==> config.mk <==
export PLATFORM = sky130hd
export DESIGN_NAME = cla_pipe_adder
export DESIGN_NICKNAME = d
export VERILOG_FILES = /design/src/rtl/cla_pipe_adder.sv
export SDC_FILE = /design/constraint.sdc
export NUM_CORES = 1
export LEC_CHECK = 0
export ABC_AREA = 1
export CAP_MARGIN = 30
export CORE_MARGIN = 4
export CORE_UTILIZATION = 40
export CTS_CLUSTER_DIAMETER = 60
export CTS_CLUSTER_SIZE = 30
export DETAILED_ROUTE_END_ITERATION = 8
export PLACE_DENSITY = 0.63
export SLEW_MARGIN = 20
export SYNTH_ARGS = -nofsm -noshare
export SYNTH_HDL_FRONTEND = slang
export SYNTH_SLANG_ARGS = --single-unit
==> constraint.sdc <==
create_clock -name clk -period 5.6 [get_ports clk]
set_input_delay 1.4 -clock clk [delete_from_list [all_inputs] [get_ports clk]]
set_output_delay 1.4 -clock clk [all_outputs]
set_load 0.02 [all_outputs]
==> src/rtl/cla_pipe_adder.sv <==
// cla_pipe_adder
//   Pipelined carry-lookahead adder/subtractor. One BLOCK-bit lookahead
//   slice is resolved per stage, so a WIDTH-bit operation takes
//   NSTG = WIDTH/BLOCK stages at one operation per cycle.
//
// Parameters
//   WIDTH  operand/result width, a multiple of BLOCK
//   BLOCK  bits per lookahead slice, 1..8
//
// Ports
//   clk        rising-edge clock
//   rst        asynchronous active-high reset
//   in_valid   operand beat valid
//   in_ready   block can accept a beat (combinational from out_valid/out_ready)
//   a, b       operands
//   cin        carry-in (add) or borrow-in (sub)
//   sub        0 = a+b+cin, 1 = a-b-cin
//   out_valid  result beat valid
//   out_ready  consumer accepts the result
//   sum        result, modulo 2^WIDTH
//   cout       carry out of the MSB (sub: 1 = no borrow)
//   ovf        signed overflow
//   zero       sum == 0
module cla_pipe_adder #(
    parameter int WIDTH = 16,
    parameter int BLOCK = 4
) (
    input  logic             clk,
    input  logic             rst,
    input  logic             in_valid,
    output logic             in_ready,
    input  logic [WIDTH-1:0] a,
    input  logic [WIDTH-1:0] b,
    input  logic             cin,
    input  logic             sub,
    output logic             out_valid,
    input  logic             out_ready,
    output logic [WIDTH-1:0] sum,
    output logic             cout,
    output logic             ovf,
    output logic             zero
);

    localparam int NSTG = WIDTH / BLOCK;

    if (BLOCK < 1 || BLOCK > 8 || WIDTH < BLOCK || (WIDTH % BLOCK) != 0) begin : g_bad_param
        $error("cla_pipe_adder: WIDTH must be a non-zero multiple of BLOCK, BLOCK in 1..8");
    end

    // Flattened lookahead: carry i is the OR of every generate term j<i
    // propagated through bits j+1..i-1, plus the block carry-in propagated
    // through bits 0..i-1. The loops only enumerate product terms; no carry
    // term depends on another computed carry.
    function automatic logic [BLOCK:0] cla_carries(input logic [BLOCK-1:0] p,
                                                   input logic [BLOCK-1:0] g,
                                                   input logic             ci);
        logic [BLOCK:0] c;
        logic           t;
        for (int i = 0; i <= BLOCK; i++) begin
            t = ci;
            for (int m = 0; m < i; m++) t = t & p[m];
            c[i] = t;
            for (int j = 0; j < i; j++) begin
                t = g[j];
                for (int m = j + 1; m < i; m++) t = t & p[m];
                c[i] = c[i] | t;
            end
        end
        return c;
    endfunction

    logic en;
    assign en       = !out_valid || out_ready;
    assign in_ready = en;

    // Stage registers. Operands are kept shifted so the slice a stage works
    // on is always in the low BLOCK bits.
    logic             vld_p [NSTG];
    logic [WIDTH-1:0] a_p   [NSTG];
    logic [WIDTH-1:0] b_p   [NSTG];
    logic [WIDTH-1:0] sum_p [NSTG];
    logic             c_p   [NSTG];
    logic             ovf_p;
    logic             zero_p;

    logic             vld_n [NSTG];
    logic [WIDTH-1:0] a_n   [NSTG];
    logic [WIDTH-1:0] b_n   [NSTG];
    logic [WIDTH-1:0] sum_n [NSTG];
    logic             c_n   [NSTG];
    logic             ovf_n;
    logic             zero_n;

    for (genvar k = 0; k < NSTG; k++) begin : g_stg
        logic             vi;
        logic [WIDTH-1:0] ai;
        logic [WIDTH-1:0] bi;
        logic [WIDTH-1:0] si;
        logic             ci;
        logic [BLOCK-1:0] p;
        logic [BLOCK-1:0] g;
        logic [BLOCK:0]   c;
        logic [WIDTH-1:0] s_w;

        if (k == 0) begin : g_in
            // ---- stage 0: operand conditioning at accept ----
            assign vi = in_valid;
            assign ai = a;
            assign bi = sub ? ~b : b;
            assign ci = sub ? ~cin : cin;
            assign si = '0;
        end else begin : g_chain
            // ---- stage k: fed from stage k-1 registers ----
            assign vi = vld_p[k-1];
            assign ai = a_p[k-1];
            assign bi = b_p[k-1];
            assign ci = c_p[k-1];
            assign si = sum_p[k-1];
        end

        assign p   = ai[BLOCK-1:0] ^ bi[BLOCK-1:0];
        assign g   = ai[BLOCK-1:0] & bi[BLOCK-1:0];
        assign c   = cla_carries(p, g, ci);
        assign s_w = WIDTH'(p ^ c[BLOCK-1:0]) << (k * BLOCK);

        assign vld_n[k] = vi;
        assign a_n[k]   = ai >> BLOCK;
        assign b_n[k]   = bi >> BLOCK;
        assign sum_n[k] = si | s_w;
        assign c_n[k]   = c[BLOCK];

        if (k == NSTG - 1) begin : g_flags
            // Overflow: carry into the MSB differs from carry out of it.
            assign ovf_n  = c[BLOCK] ^ c[BLOCK-1];
            assign zero_n = ((si | s_w) == '0);
        end
    end

    // ---- pipeline register bank: all stages advance together on en ----
    always_ff @(posedge clk or posedge rst) begin
        if (rst) begin
            for (int k = 0; k < NSTG; k++) begin
                vld_p[k] <= 1'b0;
                a_p[k]   <= '0;
                b_p[k]   <= '0;
                sum_p[k] <= '0;
                c_p[k]   <= 1'b0;
            end
            ovf_p  <= 1'b0;
            zero_p <= 1'b0;
        end else if (en) begin
            for (int k = 0; k < NSTG; k++) begin
                vld_p[k] <= vld_n[k];
                a_p[k]   <= a_n[k];
                b_p[k]   <= b_n[k];
                sum_p[k] <= sum_n[k];
                c_p[k]   <= c_n[k];
            end
            ovf_p  <= ovf_n;
            zero_p <= zero_n;
        end
    end

    assign out_valid = vld_p[NSTG-1];
    assign sum       = sum_p[NSTG-1];
    assign cout      = c_p[NSTG-1];
    assign ovf       = ovf_p;
    assign zero      = zero_p;

endmodule

==> results.yml, run 1 <==
clock_tree:
  clkSinkCount: 98
  post_cts_buffers: 0
  cts_resized: 0
  cts_tree: "yes"
  clk_pin_slew_worst_paths_ns: 0.07
  root_buffer: "clkbuf_16"
  h-tree-depth: 3
  cts_buffers: 9
  clk_latency_ns: 0.34
  clockBufferDepth: 2
  ctsHoldBuffers: 0
power:
  p_clk_share_pct: 20.3
  p_per_area_mw_per_mm2: 526
  netSwitchingFraction_pct: 37.3
  internal_power_mw: 1.80
  total_power_mw: 2.87
  p_seq_share_pct: 41.5
  leakagePower_nw: 2.65
  power.switching_mw: 1.07
  ir_drop_v: 0.000223
  comb_power_share_pct: 38.2
yosys:
  syn_nets: 562
  yosysTopAreaCell: "dfrtp_1"
  avgSynthCellArea_um2: 8.99
  synth_top_area_share_pct: 54.6
  synth-edff-count: 0
  synth_ff_type: "dfrtp_1"
  async_flop_share_pct: 100
  synthCells: 500
  ys_seq_area_share_pct: 54.6
  yosys_warnings: 0
  synth_seq_cells: 98
  syn_area_mm2: 0.00449
  ys_types: 21
  synth.area.top_cells: "dfrtp_1, nand2_1, o21ai_0"
die:
  fp.dieW_um: 114
  dieHeight_um: 114
  num_rows: 38
  die_area_mm2: 0.0130
  coreArea_mm2: 0.0109
  io_pins: 59
  start_util_pct: 41.1
layout:
  antenna_cells: 0
  final_nets: 614
  final_common_cell: "nand2_1"
  area_growth_pct: 21.4
  final_util_pct: 49.9
  design_area_mm2: 0.00545
  n_fill_cell: 1090
  drive_above_1_share_pct: 4.32
  final_cell_mix: "nand2_1, dfrtp_1, o21ai_0"
setup_path:
  crit_type: "in -> out"
  critPathBufInv: 3
  path_cells: "clkdlybuf4s50_1, nor2_4, inv_2, clkdlybuf4s50_1"
  regToRegStartpoint: "out_valid"
  startpoint: "out_ready"
  cp.arrival_ns: 2.64
  cp_data_required_time_ns: 4.20
  path_max_fanout: 2
  critPathSlowestCell: "clkdlybuf4s50_1"
  max_stage_delay_ns: 0.61
  cp_top_family: "buffers and inverters"
  setup.worst_path.start_class: "primary input"
  rrSetupSlack_ns: 3.96
  cp-end-kind: "output port"
  cpMostUsedCell: "clkdlybuf4s50_1"
sta:
  setup_viol: 0
  max_freq_ghz: 0.248
  relSlewSlack_pct: 49.4
  grt_setup_unrepaired: "false"
  setup_ws_ns: 1.56
  hold_violations: 0
  slew_violations: 0
  totalNegativeSetupSlack_ns: 0
  skew_ns: 0.00383
  tightest_slew_ns: 0.759
  layout_min_cycle_time_ns: 4.04
  period_share_pct: 72.1
route:
  route.detailed.drc: 0
  vias_per_cell: 4.61
  firstDrtPassIters: 4
  wirelength_mm: 8.66
  dr_total_vias: 3212
  drt_iter0_drc: 194
  drt-wirelength-per-cell_um: 12.4
  final_antenna_net_count: 0
global_route:
  first_global_vias: 3166
  gr-total-overflow: 0
  grt_max_degree: 114
  grt_usage_pct: 14.5
  antenna_found_initial: 0
  grt_pass1_wl_mm: 15.2
worst_hold_path:
  min_from: "g_stg[1].si[1]"
  hp-class: "reg -> reg"
placement:
  dpl.hpwl_mm: 5.73
  place.gp.congestion: 0.736
  place.port_buffers: 58
  place_ws_ns: 1.56
  placed_area_mm2: 0.00513
job:
  drv_cap: 0
status:
  status: "complete, no violations"
-- final cells by class --
| cell class | instances | area (µm²) | area share, % |
|---|---|---|---|
| clock buffers | 11 | 253 | 4.63 |
| inverters | 44 | 168 | 3.07 |
| multi-input cells | 336 | 1740 | 31.8 |
| clock inverters | 4 | 27.5 | 0.505 |
| well taps | 140 | 175 | 3.21 |
| repair buffers | 63 | 642 | 11.8 |
| flip-flops and latches | 98 | 2450 | 45.0 |
-- worst paths after layout --
path | depth (start not counted) | endpoint
min | 2 | g_stg[2].si[1]
min reg2reg | 2 | g_stg[2].si[1]
max in group asynchronous | 3 | g_stg[1].ai[8]
min in group asynchronous | 2 | sum[8]
max | 4 | in_ready
max reg2reg | 9 | zero
-- cell families (layout without fill, tap and decap cells) --
| group | Yosys count | in the layout | synth area share (%) |
|---|---|---|---|
| AND/OR/NAND/NOR | 229 | 229 | 20.2 |
| flip-flops | 98 | 98 | 54.6 |
| adder cells (fa/ha/maj) | 24 | 24 | 7.35 |
| buffers and inverters | 66 | 122 | 6.77 |
| AO/OA/AOI/OAI | 63 | 63 | 7.18 |
| XOR/XNOR | 20 | 20 | 3.90 |
-- cell usage after synthesis, types with 4 or more instances --
| library cell | instances |
|---|---|
| buf_2 | 9 |
| buf_4 | 10 |
| dfrtp_1 | 98 |
| fa_1 | 4 |
| ha_1 | 20 |
| inv_1 | 43 |
| nand2_1 | 189 |
| nand3_1 | 12 |
| nand3b_1 | 5 |
| nor2_1 | 19 |
| o21ai_0 | 59 |
| xnor2_1 | 14 |
| xor2_1 | 6 |
-- layer usage --
metal | global-route usage, % | vias to the layer above | routed length, µm
met4 | 6.73 | 0 | 199
met3 | 3.02 | 15 | 358
met2 | 22.0 | 57 | 3950
met5 | 0 | - | 0
met1 | 20.0 | 1481 | 4150
li1 | - | 1659 | -
-- per-stage QoR --
step	hold slack, ns	std cells
6_report	0.467	696
5_1_grt	0.476	696
4_1_cts	0.471	694
3_5_place_dp	0.453	679
3_3_place_gp	0.455	679
2_1_floorplan	0.440	500
-- power groups by stage --
stage               registers (mW)  clock network [mW]  logic [mW]
finish                        1.19               0.582        1.10
global route                  1.24               0.631        1.28
CTS                           1.20               0.596        1.11
detailed placement            1.21                   0        1.10
global placement              1.20                   0        1.07
floorplan                     1.24                   0       0.715
-- tightest hold or removal path, delay by kind of cell, from the launching register on --
family           cells  cell delay (ns)
AND/OR/NAND/NOR      2             0.10
flip-flops           1             0.34
-- flip-flops by register name, indices dropped and copies added (netlist names) --
register   flops
cout           1
g_stg.ai      24
g_stg.vi       3
g_stg.ci       3
sum           16
g_stg.si      24
g_stg.bi      24
ovf            1
zero           1
out_valid      1
No activity file was read; power rests on OpenSTA's default activity.
==> run 2: changes to the inputs <==
==> constraint.sdc (replaced) <==
create_clock -name clk -period 3.95 [get_ports clk]
set_input_delay 0.9875 -clock clk [delete_from_list [all_inputs] [get_ports clk]]
set_output_delay 0.9875 -clock clk [all_outputs]
set_load 0.02 [all_outputs]
==> results.yml, run 2 (synthesized netlist as in run 1, its figures left out) <==
sta:
  totalNegativeSetupSlack_ns: 0
  layout_min_cycle_time_ns: 3.22
  tightest_slew_ns: 0.754
  max_freq_ghz: 0.311
  slew_violations: 0
  hold_violations: 0
  period_share_pct: 81.4
  relSlewSlack_pct: 49.8
  skew_ns: 0.00527
  grt_setup_unrepaired: "false"
  setup_viol: 0
  setup_ws_ns: 0.733
route:
  route.detailed.drc: 0
  drt_iter0_drc: 91
  final_antenna_net_count: 0
  dr_total_vias: 3207
  drt-wirelength-per-cell_um: 11.9
  vias_per_cell: 4.60
  firstDrtPassIters: 4
  wirelength_mm: 8.28
die:
  num_rows: 38
  dieHeight_um: 114
  coreArea_mm2: 0.0109
  io_pins: 59
  start_util_pct: 41.1
  fp.dieW_um: 114
  die_area_mm2: 0.0130
setup_path:
  worst-r2r-cell-count: 9
  critPathBufInv: 3
  critPathSlowestCell: "clkdlybuf4s50_1"
  regToRegStartpoint: "out_valid"
  crit_type: "in -> out"
  cp-end-kind: "output port"
  max_stage_delay_ns: 0.61
  setup.worst_path.start_class: "primary input"
  cp_top_family: "buffers and inverters"
  path_cells: "clkdlybuf4s50_1, nor2_4, inv_2, clkdlybuf4s50_1"
  rrSetupSlack_ns: 2.25
  path_max_fanout: 2
  cp_data_required_time_ns: 2.96
  cp.arrival_ns: 2.23
  r2r_end: "zero"
  cpMostUsedCell: "clkdlybuf4s50_1"
power:
  ir_drop_v: 0.000305
  leakagePower_nw: 2.66
  p_per_area_mw_per_mm2: 741
global_route:
  antenna_found_initial: 0
  grt_pass1_wl_mm: 14.8
  grt_max_degree: 114
  gr-total-overflow: 0
  grt_usage_pct: 14.0
  first_global_vias: 3304
layout:
  stdcell_count: 697
  area_growth_pct: 21.5
  final_cell_mix: "nand2_1, dfrtp_1, o21ai_0"
  n_fill_cell: 1081
  final_common_cell: "nand2_1"
  drive_above_1_share_pct: 4.13
  antenna_cells: 0
  final_nets: 614
job:
  drv_cap: 0
placement:
  place.gp.congestion: 0.773
  dpl.hpwl_mm: 5.64
  place.port_buffers: 58
  dp_cells: 680
  place_ws_ns: 0.711
clock_tree:
  cts_resized: 0
  ctsHoldBuffers: 0
  root_buffer: "clkbuf_16"
  clk_latency_ns: 0.34
  clkSinkCount: 98
  cts_buffers: 9
  cts_tree: "yes"
  clockBufferDepth: 2
  post_cts_buffers: 0
  h-tree-depth: 3
  clk_pin_slew_worst_paths_ns: 0.06
worst_hold_path:
  hold-path-cell-count: 2
  holdPathEnd: "g_stg[2].bi[5]"
  hp-class: "reg -> reg"
  min_from: "g_stg[1].bi[9]"
status:
  status: "complete, no violations"
-- run 2: cell types whose count changed in the layout (fill, tap and decap cells not counted), sizes merged --
cell,delta
clkinv,+1
clkbuf,+3
clkinvlp,-3
-- run 2: worst reg2reg max path, delay by kind of cell, from the launching register on --
kind	cells	cell delay (ns)
flops	1	0.35
buf+inv	3	0.82
simple gates	6	0.43
-- run 2: metal layers --
metal	up-vias	wire [µm]	global-route usage, %
li1	1672	-	-
met1	1472	4060	18.4
met2	50	3780	22.7
met3	13	274	2.71
met4	0	165	5.94
met5	-	0	0
-- run 2: area by class of cell --
class / count / area, µm² / area share (%)
Timing Repair Buffer: 63 / 643 / 11.8
Inverter: 44 / 168 / 3.07
Clock buffer: 14 / 274 / 5.02
Tap cell: 140 / 175 / 3.21
Sequential cell: 98 / 2450 / 44.9
Clock inverter: 2 / 10.0 / 0.183
Multi-Input combinational cell: 336 / 1740 / 31.8
-- run 2: per-stage QoR --
stage / util (%) / hold WS (ns) / cell area, µm² / power [mW]
CTS: 49.7 / 0.474 / 5440 / 4.10
finish: 49.9 / 0.472 / 5460 / 4.05
floorplan: - / 0.440 / 4490 / 2.77
detailed placement: 47.1 / 0.457 / 5150 / 3.26
global route: 49.9 / 0.484 / 5460 / 4.44
global placement: 47.1 / 0.453 / 5150 / 3.22
-- run 2: how the worst max path moves through the flow --
stage                        to  cells past startpoint       from  slack, ns
floorplan                  cout                      1        rst       0.40
global placement       in_ready                      4  out_ready       0.71
detailed placement  g_stg[1].ci                     11        sub       0.71
CTS                    in_ready                      4  out_ready       0.72
global route           in_ready                      4  out_ready       0.70
finish                 in_ready                      4  out_ready       0.73
-- run 2: where the power goes --
part	switching [mW]	internal, mW	total, mW
logic	0.897	0.644	1.54
clock network	0.344	0.477	0.821
registers	0.238	1.45	1.68
total	1.48	2.57	4.05
